<file path="config.mk">
export PLATFORM = sky130hd
export DESIGN_NAME = convround_rr_sched_flat
export DESIGN_NICKNAME = d
export VERILOG_FILES = /design/src/rtl/convround_pkg.sv /design/src/rtl/convround_rr_sched_if.sv /design/src/rtl/convround_core.sv /design/src/rtl/convround_rr_sched.sv /design/src/flat_wrapper.sv
export SDC_FILE = /design/constraint.sdc
export NUM_CORES = 1
export LEC_CHECK = 0
export CAP_MARGIN = 20
export CORE_MARGIN = 2
export CORE_UTILIZATION = 39
export CTS_BUF_LIST = sky130_fd_sc_hd__clkbuf_8
export CTS_CLUSTER_SIZE = 25
export DETAILED_ROUTE_END_ITERATION = 10
export PLACE_DENSITY_LB_ADDON = 0.12
export SLEW_MARGIN = 20
export SYNTH_ARGS = -nofsm -noshare
export SYNTH_HDL_FRONTEND = slang
export SYNTH_SLANG_ARGS = --single-unit
</file>
<file path="constraint.sdc">
create_clock -name i_CLK -period 2.6 [get_ports i_CLK]
set_clock_uncertainty 0.2 [all_clocks]
set_input_delay 0.26 -clock i_CLK [delete_from_list [all_inputs] [get_ports i_CLK]]
set_output_delay 0.26 -clock i_CLK [all_outputs]
set_load 0.005 [all_outputs]
</file>
<file path="src/rtl/convround_pkg.sv">
// Shared types and width helpers for the convergent-rounding scheduler.
// Result width is half the word width; the ID is wide enough for every requester.
package convround_pkg;

    function automatic int res_width(int w);
        return w / 2;
    endfunction

    function automatic int id_width(int n);
        return (n > 1) ? $clog2(n) : 1;
    endfunction

    typedef enum logic {
        EMPTY = 1'b0,
        FULL  = 1'b1
    } state_t;

endpackage

</file>
<file path="src/rtl/convround_rr_sched_if.sv">
// Request/result bundle between the producers, the scheduler and the sink.
// slave is the scheduler's view, master is the environment's view.
interface convround_rr_sched_if
    import convround_pkg::*;
#(
    parameter int p_WORD_WIDTH = 8,
    parameter int p_NUM_REQ    = 4
);
    logic [p_NUM_REQ-1:0]              req_valid;
    logic [p_NUM_REQ-1:0]              req_ready;
    logic [p_NUM_REQ*p_WORD_WIDTH-1:0] req_data;
    logic                              res_valid;
    logic                              res_ready;
    logic [res_width(p_WORD_WIDTH)-1:0] res_data;
    logic [id_width(p_NUM_REQ)-1:0]    res_id;
    logic                              res_ovf;

    modport slave (
        input  req_valid, req_data, res_ready,
        output req_ready, res_valid, res_data, res_id, res_ovf
    );

    modport master (
        output req_valid, req_data, res_ready,
        input  req_ready, res_valid, res_data, res_id, res_ovf
    );
endinterface

</file>
<file path="src/rtl/convround_core.sv">
// Round-half-to-even of the upper half of a word; flags carry-out as ovf.
// CONVROUND_RR_SAT_EN: saturate to all ones on carry-out instead of wrapping.
module convround_core
    import convround_pkg::*;
#(
    parameter int p_WORD_WIDTH = 8
) (
    input  logic [p_WORD_WIDTH-1:0]             din,
    output logic [res_width(p_WORD_WIDTH)-1:0]  dout,
    output logic                                ovf
);
    localparam int LSB = p_WORD_WIDTH / 2;

    logic [LSB-1:0] hi;
    logic [LSB-1:0] sum;
    logic           guard;
    logic           sticky;
    logic           round_up;

    assign hi       = din[p_WORD_WIDTH-1:LSB];
    assign guard    = din[LSB-1];
    assign sticky   = |din[LSB-2:0];
    // Exact half rounds toward the even neighbour (hi[0] is the parity).
    assign round_up = guard & (hi[0] | sticky);
    assign sum      = hi + {{(LSB-1){1'b0}}, round_up};
    assign ovf      = round_up & (&hi);

`ifdef CONVROUND_RR_SAT_EN
    assign dout = ovf ? '1 : sum;
`else
    assign dout = sum;
`endif

endmodule

</file>
<file path="src/rtl/convround_rr_sched.sv">
// Round-robin sharing of one rounding datapath with a registered result.
// Optional saturation via CONVROUND_RR_SAT_EN (handled in convround_core).
module convround_rr_sched
    import convround_pkg::*;
#(
    parameter int p_WORD_WIDTH = 8,
    parameter int p_NUM_REQ    = 4
) (
    input logic                i_CLK,
    input logic                i_RST,
    convround_rr_sched_if.slave bus
);
    localparam int RW = res_width(p_WORD_WIDTH);
    localparam int IW = id_width(p_NUM_REQ);

    state_t                  state_q;
    state_t                  state_d;
    logic [IW-1:0]           ptr_q;
    logic [IW-1:0]           ptr_nxt;
    logic [IW-1:0]           gnt_idx;
    logic [IW-1:0]           cand;
    int                      k;
    logic                    found;
    logic                    can_issue;
    logic                    xfer;
    logic [p_WORD_WIDTH-1:0] word;
    logic [RW-1:0]           rnd;
    logic                    rnd_ovf;
    logic [RW-1:0]           data_q;
    logic [IW-1:0]           id_q;
    logic                    ovf_q;

    // Search upward from the pointer, wrapping, for the first valid requester.
    always_comb begin
        found   = 1'b0;
        gnt_idx = '0;
        k       = 0;
        cand    = '0;
        for (int i = 0; i < p_NUM_REQ; i++) begin
            k = int'(ptr_q) + i;
            if (k >= p_NUM_REQ) k = k - p_NUM_REQ;
            cand = IW'(k);
            if (!found && bus.req_valid[cand]) begin
                found   = 1'b1;
                gnt_idx = cand;
            end
        end
    end

    // No grant during reset or while a held result is not being drained.
    assign can_issue = !i_RST && ((state_q == EMPTY) || bus.res_ready);
    assign xfer      = can_issue && found;
    assign ptr_nxt   = (gnt_idx == IW'(p_NUM_REQ - 1)) ? '0 : gnt_idx + 1'b1;
    assign word      = bus.req_data[gnt_idx*p_WORD_WIDTH +: p_WORD_WIDTH];

    // One-hot ready for the granted requester, only when it transfers.
    always_comb begin
        bus.req_ready = '0;
        if (xfer) bus.req_ready[gnt_idx] = 1'b1;
    end

    convround_core #(
        .p_WORD_WIDTH (p_WORD_WIDTH)
    ) u_core (
        .din  (word),
        .dout (rnd),
        .ovf  (rnd_ovf)
    );

    // Result register occupancy: fill on transfer, empty when drained.
    always_comb begin
        state_d = state_q;
        unique case (state_q)
            EMPTY: if (xfer) state_d = FULL;
            FULL:  if (bus.res_ready && !xfer) state_d = EMPTY;
        endcase
    end

    // State register.
    always_ff @(posedge i_CLK or posedge i_RST) begin
        if (i_RST) state_q <= EMPTY;
        else       state_q <= state_d;
    end

    // Result payload and RR pointer advance only on a transfer.
    always_ff @(posedge i_CLK or posedge i_RST) begin
        if (i_RST) begin
            data_q <= '0;
            id_q   <= '0;
            ovf_q  <= 1'b0;
            ptr_q  <= '0;
        end else if (xfer) begin
            data_q <= rnd;
            id_q   <= gnt_idx;
            ovf_q  <= rnd_ovf;
            ptr_q  <= ptr_nxt;
        end
    end

    assign bus.res_valid = (state_q == FULL);
    assign bus.res_data  = data_q;
    assign bus.res_id    = id_q;
    assign bus.res_ovf   = ovf_q;

endmodule

</file>
<file path="src/flat_wrapper.sv">
// flat-port wrapper written by rule: the top's interface ports become plain ports
module convround_rr_sched_flat import convround_pkg::*;
#(
    parameter int p_WORD_WIDTH = 8,
    parameter int p_NUM_REQ    = 4
)
  (i_CLK, i_RST, bus_req_valid, bus_req_data, bus_res_ready, bus_req_ready, bus_res_valid, bus_res_data, bus_res_id, bus_res_ovf);
  convround_rr_sched_if #(.p_WORD_WIDTH(p_WORD_WIDTH), .p_NUM_REQ(p_NUM_REQ)) bus_i ();
  input logic i_CLK;
  input logic i_RST;
  input wire logic [$bits(bus_i.req_valid)-1:0] bus_req_valid;
  input wire logic [$bits(bus_i.req_data)-1:0] bus_req_data;
  input wire logic [$bits(bus_i.res_ready)-1:0] bus_res_ready;
  output wire logic [$bits(bus_i.req_ready)-1:0] bus_req_ready;
  output wire logic [$bits(bus_i.res_valid)-1:0] bus_res_valid;
  output wire logic [$bits(bus_i.res_data)-1:0] bus_res_data;
  output wire logic [$bits(bus_i.res_id)-1:0] bus_res_id;
  output wire logic [$bits(bus_i.res_ovf)-1:0] bus_res_ovf;
  assign bus_i.req_valid = bus_req_valid;
  assign bus_i.req_data = bus_req_data;
  assign bus_i.res_ready = bus_res_ready;
  assign bus_req_ready = bus_i.req_ready;
  assign bus_res_valid = bus_i.res_valid;
  assign bus_res_data = bus_i.res_data;
  assign bus_res_id = bus_i.res_id;
  assign bus_res_ovf = bus_i.res_ovf;
  convround_rr_sched #(.p_WORD_WIDTH(p_WORD_WIDTH), .p_NUM_REQ(p_NUM_REQ)) u_core (.i_CLK(i_CLK), .i_RST(i_RST), .bus(bus_i));
endmodule
</file>
# After elaboration in Yosys (flattened, before gate mapping)

Cells that the tools add are included.

Reductions and logical operators: 15
Mux-type cells: 27
Bitwise operators: 4
Add/subtract/negate cells: 9
Order comparisons: 10
Shift operators: 1
Equality and inequality tests: 1

Operators with widths:

| cell                | count |
|---|---|
| $shiftx 32x6->8     | 1 |
| $mux 2              | 9 |
| $lt 2x3->1 const B  | 5 |
| $mux 1              | 11 |
| $ge 3x3->1 const B  | 3 |
| $bmux 1 s2          | 4 |
| $sub 2x1->2 const B | 4 |
| $logic_and 1x1->1   | 7 |
| $add 2x2->3 const B | 2 |
| $logic_not 1->1     | 5 |
| $add 4x1->4         | 1 |
| $mux 4              | 1 |
| $reduce_and 4->1    | 1 |
| $add 2x1->3 const B | 1 |
| $ge 2x3->1 const B  | 1 |
| $reduce_or 3->1     | 1 |
| $add 2x1->2 const B | 1 |
| $and 1x1->1         | 2 |
| $demux 1 s2         | 1 |
| $eq 2x2->1 const B  | 1 |
| $ge 2x1->1 const B  | 1 |
| $pmux 1 s2          | 1 |
| $logic_or 1x1->1    | 1 |
| $not 1->1           | 1 |
| $or 1x1->1          | 1 |

Input bits: 39
Flip-flop bits (word level): 10
Logic and storage cells: 72

# Longest topological paths before layout

Gate-level depths: netlist of run 1.

Depth after elaboration: 19
Depth in mapped cells: 10
Depth with buffers taken out: 9

# Cells and area by module

From an unflattened synthesis of run 1, not the netlist that was laid out.

Cell total of the unflattened synthesis: 84
Area, all modules: 890.9 um^2

Modules (own cells, without submodules):

| module             | area an instance (um^2) | cells an instance | seq. area each (um^2) | instances |
|---|---|---|---|---|
| convround_rr_sched | 810.8                   | 73                | 250.2                 | 1 |
| convround_core     | 80.1                    | 11                | 0.0                   | 1 |

# Least setup slack after synthesis of run 1

Ideal clock, no wire load.

Path type: flip-flop to flip-flop
Start: reg u_core.ptr_q[0]
End: reg u_core.data_q[3] (netlist: u_core.bus.res_data[3])
Cell stages (with the launch flop): 10
Data arrival time: 1981 ps
Path slack: 286 ps
Required time: 2267 ps
Buffers on the path: 1
Path through: dfrtp_1 -> nand2b_1 -> and2b_2 -> o32a_2 -> buf_12 -> mux2i_1 -> mux2_4 -> nor4_4 -> xor2_1 -> o21ai_1

Word-level cells in the longest chain between the ends: 19

Ends and longest elaborated chain:

| item                                                                 | line                     | source |
|---|---|---|
| start, declared                                                      | convround_rr_sched.sv:18 | `logic [IW-1:0] ptr_q;` |
| start signal, assigned                                               | convround_rr_sched.sv:96 | `ptr_q <= ptr_nxt;` |
| parallel branches: the longest is 13 deep, another holds $add 2x1->3 | --                       |  |
| $mux 2 (*)                                                           | convround_rr_sched.sv:43 | `if (!found && bus.req_valid[cand]) begin` |
| named net u_core.gnt_idx[1]                                          | convround_rr_sched.sv:20 | `logic [IW-1:0] gnt_idx;` |
| $shiftx 32x6->8 (*)                                                  | convround_rr_sched.sv:54 | `assign word = bus.req_data[gnt_idx*p_WORD_WIDTH +: p_WORD_WIDTH];` |
| $reduce_or 3->1                                                      | convround_core.sv:22     | `assign sticky = \|din[LSB-2:0];` |
| $or 1x1->1                                                           | convround_core.sv:24     | `assign round_up = guard & (hi[0] \| sticky);` |
| $and 1x1->1                                                          | convround_core.sv:24     |  |
| $add 4x1->4 (*)                                                      | convround_core.sv:25     | `assign sum = hi + {{(LSB-1){1'b0}}, round_up};` |
| end signal, assigned                                                 | convround_rr_sched.sv:93 | `data_q <= rnd;` |
| end, declared                                                        | convround_rr_sched.sv:29 | `logic [RW-1:0] data_q;` |

Mark *: on every way through the listed nets, which the timed path passes. The select of a mux whose other input is x is not followed.
A chain may end at the register's enable or synchronous reset.

# Final worst setup path of run 1

Start: reg u_core.ptr_q[0]
End: out bus_req_ready[0]

Word-level cells in the longest chain between the ends: 19

Ends and longest elaborated chain:

| item                                                                 | line                     | source |
|---|---|---|
| parallel branches: the longest is 18 deep, another holds $add 2x1->3 | --                       |  |
| $mux 4 (*)                                                           | convround_rr_sched.sv:59 | `if (xfer) bus.req_ready[gnt_idx] = 1'b1;` |
| end, declared                                                        | flat_wrapper.sv:14       | `output wire logic [$bits(bus_i.req_ready)-1:0] bus_req_ready;` |

Mark *: on every way between the ends. The select of a mux whose other input is x is not followed.

==> flow_summary.json, run 1 <==
{
  "fin_crit_sh_pct": 96.5,
  "clock_sinks": 10,
  "path_buf_inv": 2,
  "grt_usage_pct": 19.8,
  "cp-start-kind": "register",
  "yosys_warnings": 0,
  "avgViaCountPerCell": 4.97,
  "seq_area_frac_synth_pct": 28.6,
  "ys_top_cells_by_count": "15 x nand2_1, 10 x dfrtp_1, 9 x mux2i_1",
  "grt_pass1_wl_um": 3840,
  "hold_buffers": 0,
  "critPathSlowestCell": "clkdlybuf4s50_1",
  "min_period_ns": 2.51,
  "cp-end-kind": "output pin",
  "final_hold_viol_count": 0,
  "routed_wl_um": 2390,
  "clock_path_buffers": 2,
  "yosys.area.top_type_share_pct": 28.6,
  "holdCritPathClass": "in2async",
  "numCtsBuffers": 3,
  "fmax_mhz": 399,
  "grt.overflow.total": 0,
  "dp_hpwl_um": 1850,
  "drc": 0,
  "cts_root_buf": "clkbuf_8",
  "chipWidth_um": 51.4,
  "initial_utilization_pct": 40.4,
  "cp.required_ns": 2.14,
  "dp_worst_setup_slack_ns": -0.267,
  "tightestPinTransition_ns": 0.437,
  "p_per_area_nw_per_um2": 782,
  "crit_chain": "nand2b_4 -> and2b_2 -> o32a_4 -> inv_4 -> ha_1 -> and3_1 -> clkdlybuf4s50_1",
  "antenna_found_initial": 0,
  "synth_edf_count": 0,
  "fin_cells": 186,
  "drt_first_pass_iters": 4,
  "synth.area.top_cells": "dfrtp_1 29%, mux2i_1 10%, ha_1 7.1%",
  "setup_violations": 0,
  "syn_inst": 94,
  "fp.coreArea_um2": 2170,
  "p_leak_nw": 0.760,
  "rsz0062_at_grt": "yes",
  "outcome": "finished clean",
  "fin_hold_ws_ns": 0.164,
  "placed_cells": 177,
  "synth.avg_cell_area_um2": 9.32,
  "cpPeakStageDelay_ns": 0.49,
  "rows": 17,
  "fillers": 188,
  "synth_largest_area_cell": "dfrtp_1",
  "wl_per_cell_um": 12.9,
  "io_pins": 51,
  "grt_pass1_vias": 972,
  "drtAntennaViolNets": 0,
  "nNetsFinal": 204,
  "cp_max_fo": 5,
  "maxSlewHeadroom_pct": 70.6,
  "max-vdd-ir-drop_mv": 0.652,
  "die_area_um2": 2640,
  "synth-seq-cells": 10,
  "maxCapViolations": 0,
  "insertion_delay_ns": 0.24,
  "htreeDepth": 1,
  "area_growth_syn_to_layout_pct": 80.9,
  "synth.most_common_cell": "nand2_1",
  "dieHeight_um": 51.4,
  "synth_fp_nets": 138,
  "fin_ws_ns": 0.0922,
  "synth_cell_type_count": 31,
  "worstSetupPathType": "reg2out",
  "cts_tree": "done",
  "arrival_ns": 2.05,
  "synth_flop_cell": "dfrtp_1",
  "drive_gt1_share_pct": 20.9,
  "via_count": 924,
  "portBuffers": 50,
  "grt_max_degree": 16,
  "antenna_cells": 0,
  "async_flop_share_pct": 100,
  "drtIter0Drc": 13,
  "clk_pin_slew_ns": 0.05,
  "gp_congestion": 0.762,
  "crit_family": "buffers and inverters",
  "synth_area_um2": 876,
  "slew_viol_final": 0
}
==> timing repair <==
item,in CTS,in global routing
pin swaps,3,3
setup endpoints to repair,4,4
gates resized for setup,8,9
buffers inserted,4,3
==> path summary, 6_finish.rpt <==
kind,startpoint,end,slack (ns),depth (start not counted)
setup / recovery,u_core.ptr_q[0],bus_req_ready[0],0.09,7
setup reg to reg,u_core.ptr_q[0],u_core.bus.res_data[3],0.13,11
min in group i_CLK,u_core.bus.res_id[0],u_core.bus.res_id[0],0.27,2
hold / removal,i_RST,u_core.bus.res_id[0],0.16,2
max in group asynchronous,i_RST,u_core.bus.res_ovf,1.76,2
hold reg to reg,u_core.bus.res_id[0],u_core.bus.res_id[0],0.27,2
==> logic make-up after synthesis <==
kind of cell / after synthesis / share of synthesized area [%]
compound gates: 16 / 12.9
mux: 15 / 19.3
xor+xnor: 2 / 2.00
simple gates: 39 / 24.9
flops: 10 / 28.6
buf+inv: 7 / 5.29
fa+ha+maj: 5 / 7.14
==> area by class of cell <==
cell class | instances | area, µm² | area share, %
timing repair buffer | 64 | 624 | 39.4
clock buffer | 3 | 41.3 | 2.61
inverter | 4 | 17.5 | 1.11
multi-input combinational | 77 | 616 | 38.9
sequential | 10 | 250 | 15.8
tap | 28 | 35.0 | 2.21
==> state kept, by name, indices dropped and copies added (netlist names) <==
register,count
u_core.bus.res_valid,1
u_core.bus.res_id,2
u_core.bus.res_data,4
u_core.bus.res_ovf,1
u_core.ptr_q,2
==> worst reg2reg max path, cell delays in order (launching register included) <==
cell     delay [ns]
dfrtp_1        0.40
buf_4          0.15
nor2b_2        0.13
o21a_1         0.19
nor3_4         0.06
buf_4          0.16
buf_12         0.13
mux2i_1        0.11
mux2_4         0.29
nor4_4         0.27
xor2_1         0.18
o21ai_1        0.07
==> through the flow <==
stage	power (mW)	util, %	cell area, µm²	TNS [ns]
3_5_place_dp	0.980	67.0	1450	-1.51
4_1_cts	1.20	70.6	1530	-0.0381
2_1_floorplan	0.677	-	876	0
3_3_place_gp	0.962	67.0	1450	-1.07
5_1_grt	1.34	73.0	1580	0
6_report	1.24	73.0	1580	0
==> where the power goes <==
group          total [mW]  internal, mW  switching (mW)  leakage (nW)
clock network       0.162         0.101          0.0603        0.0216
logic               0.814         0.485           0.328         0.615
registers           0.263         0.216          0.0473         0.123
total                1.24         0.803           0.436         0.760
==> layout by cell type (no fill, tap or decap), types with 2 or more instances in the layout <==
cell / count
and3_1: 4
buf_4: 11
inv_1: 3
o21ai_0: 5
nor4_1: 3
dfrtp_1: 10
clkdlybuf4s50_1: 43
dlymetal6s2s_1: 2
dlygate4sd2_1: 5
buf_6: 2
nor2_1: 5
mux2i_1: 9
a211oi_1: 2
mux2_4: 4
mux2_2: 2
o21ai_1: 2
clkbuf_8: 3
nand2b_1: 2
xor2_1: 2
ha_1: 5
nor3_1: 2
nand2_1: 15
==> routing by layer <==
metal | vias up | track usage (%) | share of wire (%)
met5 | - | 0 | 0
met4 | 0 | 7.46 | 0.92
met3 | 3 | 5.56 | 5.7
li1 | 462 | - | -
met2 | 35 | 38.5 | 54
met1 | 424 | 19.3 | 39
(Power assumes the default switching activity.)
==> run 2, diff against run 1 <==
--- a/config.mk
+++ b/config.mk
@@ -7,11 +7,13 @@
 export LEC_CHECK = 0
 export CAP_MARGIN = 20
 export CORE_MARGIN = 2
-export CORE_UTILIZATION = 39
+export CORE_UTILIZATION = 42
 export CTS_BUF_LIST = sky130_fd_sc_hd__clkbuf_8
 export CTS_CLUSTER_SIZE = 25
 export DETAILED_ROUTE_END_ITERATION = 10
+export DONT_BUFFER_PORTS = 1
 export PLACE_DENSITY_LB_ADDON = 0.12
+export REMOVE_ABC_BUFFERS = 1
 export SLEW_MARGIN = 20
 export SYNTH_ARGS = -nofsm -noshare
 export SYNTH_HDL_FRONTEND = slang
==> run 2 against run 1 <==
Effect of this change:
- critical endpoint is now u_core.bus.res_data[3]
- design area shrank 40%
- first-iteration DRC count down 54%
- sequential power about the same
- largest cell class is now multi-input gates
- hold slack got worse by 0.12 ns
- via count is 26% lower
- fmax increased by 5.0%
- combinational power is 44% lower
- highest routed layer unchanged
- wire length fell by 28%
- power shrank 29%
- register-to-register slack better by 0.08 ns
- clock-buffer cell count stayed put
==> flow_summary.json, run 2 (synthesis gave the netlist of run 1 again) <==
{
  "outcome": "finished clean",
  "htreeDepth": 1,
  "drt_first_pass_iters": 2,
  "p_comb_share_pct": 51.9,
  "grt_pass1_vias": 668,
  "die_area_um2": 2470,
  "min_period_ns": 2.39,
  "timing.rr.end": "u_core.bus.res_data[3]",
  "max-vdd-ir-drop_mv": 0.392,
  "p_seq_share_pct": 30.3,
  "worstSetupPathType": "reg2reg",
  "cp-start-kind": "register",
  "grt_usage_pct": 14.7,
  "cp_max_fo": 12,
  "min_from": "bus_req_valid[2]",
  "area_growth_syn_to_layout_pct": 7.86,
  "holdCritPathClass": "in2reg",
  "fin_tns_setup_ns": 0,
  "cts_root_buf": "clkbuf_8",
  "p_leak_nw": 0.445,
  "arrival_ns": 2.31,
  "clock_path_buffers": 2,
  "min_to": "u_core.bus.res_valid",
  "via_count": 688,
  "hold_buffers": 1,
  "p_per_area_nw_per_um2": 930,
  "busiest_layer": "met2",
  "clock_sinks": 10,
  "cp.required_ns": 2.52,
  "grt_pass1_wl_um": 2790,
  "rows": 16,
  "use_met1_pct": 17.3,
  "maxSlewHeadroom_pct": 72.8,
  "rsz0062_at_grt": "no",
  "clockPowerShare_pct": 17.8,
  "numCtsBuffers": 3,
  "largest_reg_flops": 4,
  "cts-resized-gates": 0,
  "fmax_mhz": 419,
  "use_met3_pct": 5.45,
  "fin_hold_ws_ns": 0.0421,
  "final_cell_mix": "15 x nand2_1, 10 x dfrtp_1, 9 x mux2i_1",
  "cts_setup_buffers": 0,
  "clk_pin_slew_ns": 0.05,
  "avgViaCountPerCell": 5.55,
  "routed_wl_um": 1730,
  "whs_path_depth": 2,
  "p_switching_mw": 0.347,
  "p_sw_share_pct": 39.5,
  "drc": 0,
  "maxCapViolations": 0,
  "r2r_setup_slack_ns": 0.21,
  "setup_violations": 0,
  "rr_startpoint": "u_core.ptr_q[0]",
  "cp-end-kind": "register",
  "dieHeight_um": 49.7,
  "nNetsFinal": 143,
  "initial_utilization_pct": 44.6,
  "grt_use_met2_pct": 24.9,
  "grt.overflow.total": 0,
  "drive_gt1_share_pct": 17.5,
  "dp_hpwl_um": 1420,
  "antenna_found_initial": 0,
  "fillers": 206,
  "cts_tree": "done",
  "slew_viol_final": 0,
  "final_hold_viol_count": 0,
  "r2r_cells": 8,
  "chipWidth_um": 49.7,
  "intPower_mw": 0.531,
  "io_pins": 51,
  "wl_per_cell_um": 13.9,
  "portBuffers": 0,
  "fp.coreArea_um2": 1960,
  "tightestPinTransition_ns": 0.404,
  "antenna_cells": 0,
  "grt_max_degree": 15,
  "mostFrequentLayoutCell": "nand2_1",
  "insertion_delay_ns": 0.23,
  "fin_crit_sh_pct": 91.9,
  "drtIter0Drc": 6,
  "drtAntennaViolNets": 0,
  "gp_congestion": 0.789
}
## run 2: cell type report
cell class / count / area, µm² / share of cell area (%)
Tap cell: 27 / 33.8 / 3.58
Sequential cell: 10 / 250 / 26.5
Inverter: 4 / 15.0 / 1.59
Timing Repair Buffer: 3 / 25.0 / 2.65
Multi-Input combinational cell: 77 / 579 / 61.3
Clock buffer: 3 / 41.3 / 4.37
## run 2: worst max-delay path, cell delays in order, from the launching register on
cell and delay, ns:
dfrtp_1 0.39, nand2b_1 0.16, and2b_2 0.19, o32a_2 0.32, mux2i_1 0.16, mux2_4 0.31
nor4_4 0.31, xor2_1 0.18, o21ai_1 0.07
## run 2: worst max path at each step
stage,start,to,slack [ns],depth (start not counted)
floorplan,u_core.ptr_q[0],u_core.bus.res_data[3],0.27,8
global placement,u_core.ptr_q[0],u_core.bus.res_data[3],0.25,8
detailed placement,u_core.ptr_q[0],u_core.bus.res_data[3],0.18,8
CTS,u_core.ptr_q[0],u_core.bus.res_data[3],0.18,8
global route,u_core.ptr_q[0],u_core.bus.res_data[3],0.04,8
finish,u_core.ptr_q[0],u_core.bus.res_data[3],0.21,8
## run 2: power groups by stage
stage | sequential, mW | combinational (mW) | clock, mW
global route | 0.277 | 0.517 | 0.166
CTS | 0.268 | 0.467 | 0.160
floorplan | 0.256 | 0.384 | 0
detailed placement | 0.271 | 0.463 | 0
finish | 0.266 | 0.456 | 0.156
global placement | 0.268 | 0.455 | 0
## run 2: routing by layer
layer	vias to the layer above	part of all wire [%]	wire, µm
met5	-	0	0
met4	0	0.70	12
met3	2	7.5	130
met2	32	48	827
met1	315	44	754
li1	339	-	-
## run 2: metrics by stage
step	area [µm²]	setup WS, ns	util, %	std cells	power (mW)
3_3_place_gp	893	0.248	45.5	120	0.724
5_1_grt	945	0.0399	48.2	124	0.959
3_5_place_dp	893	0.182	45.5	120	0.733
2_1_floorplan	845	0.265	-	91	0.641
6_report	945	0.211	48.2	124	0.879
4_1_cts	945	0.177	48.2	124	0.895
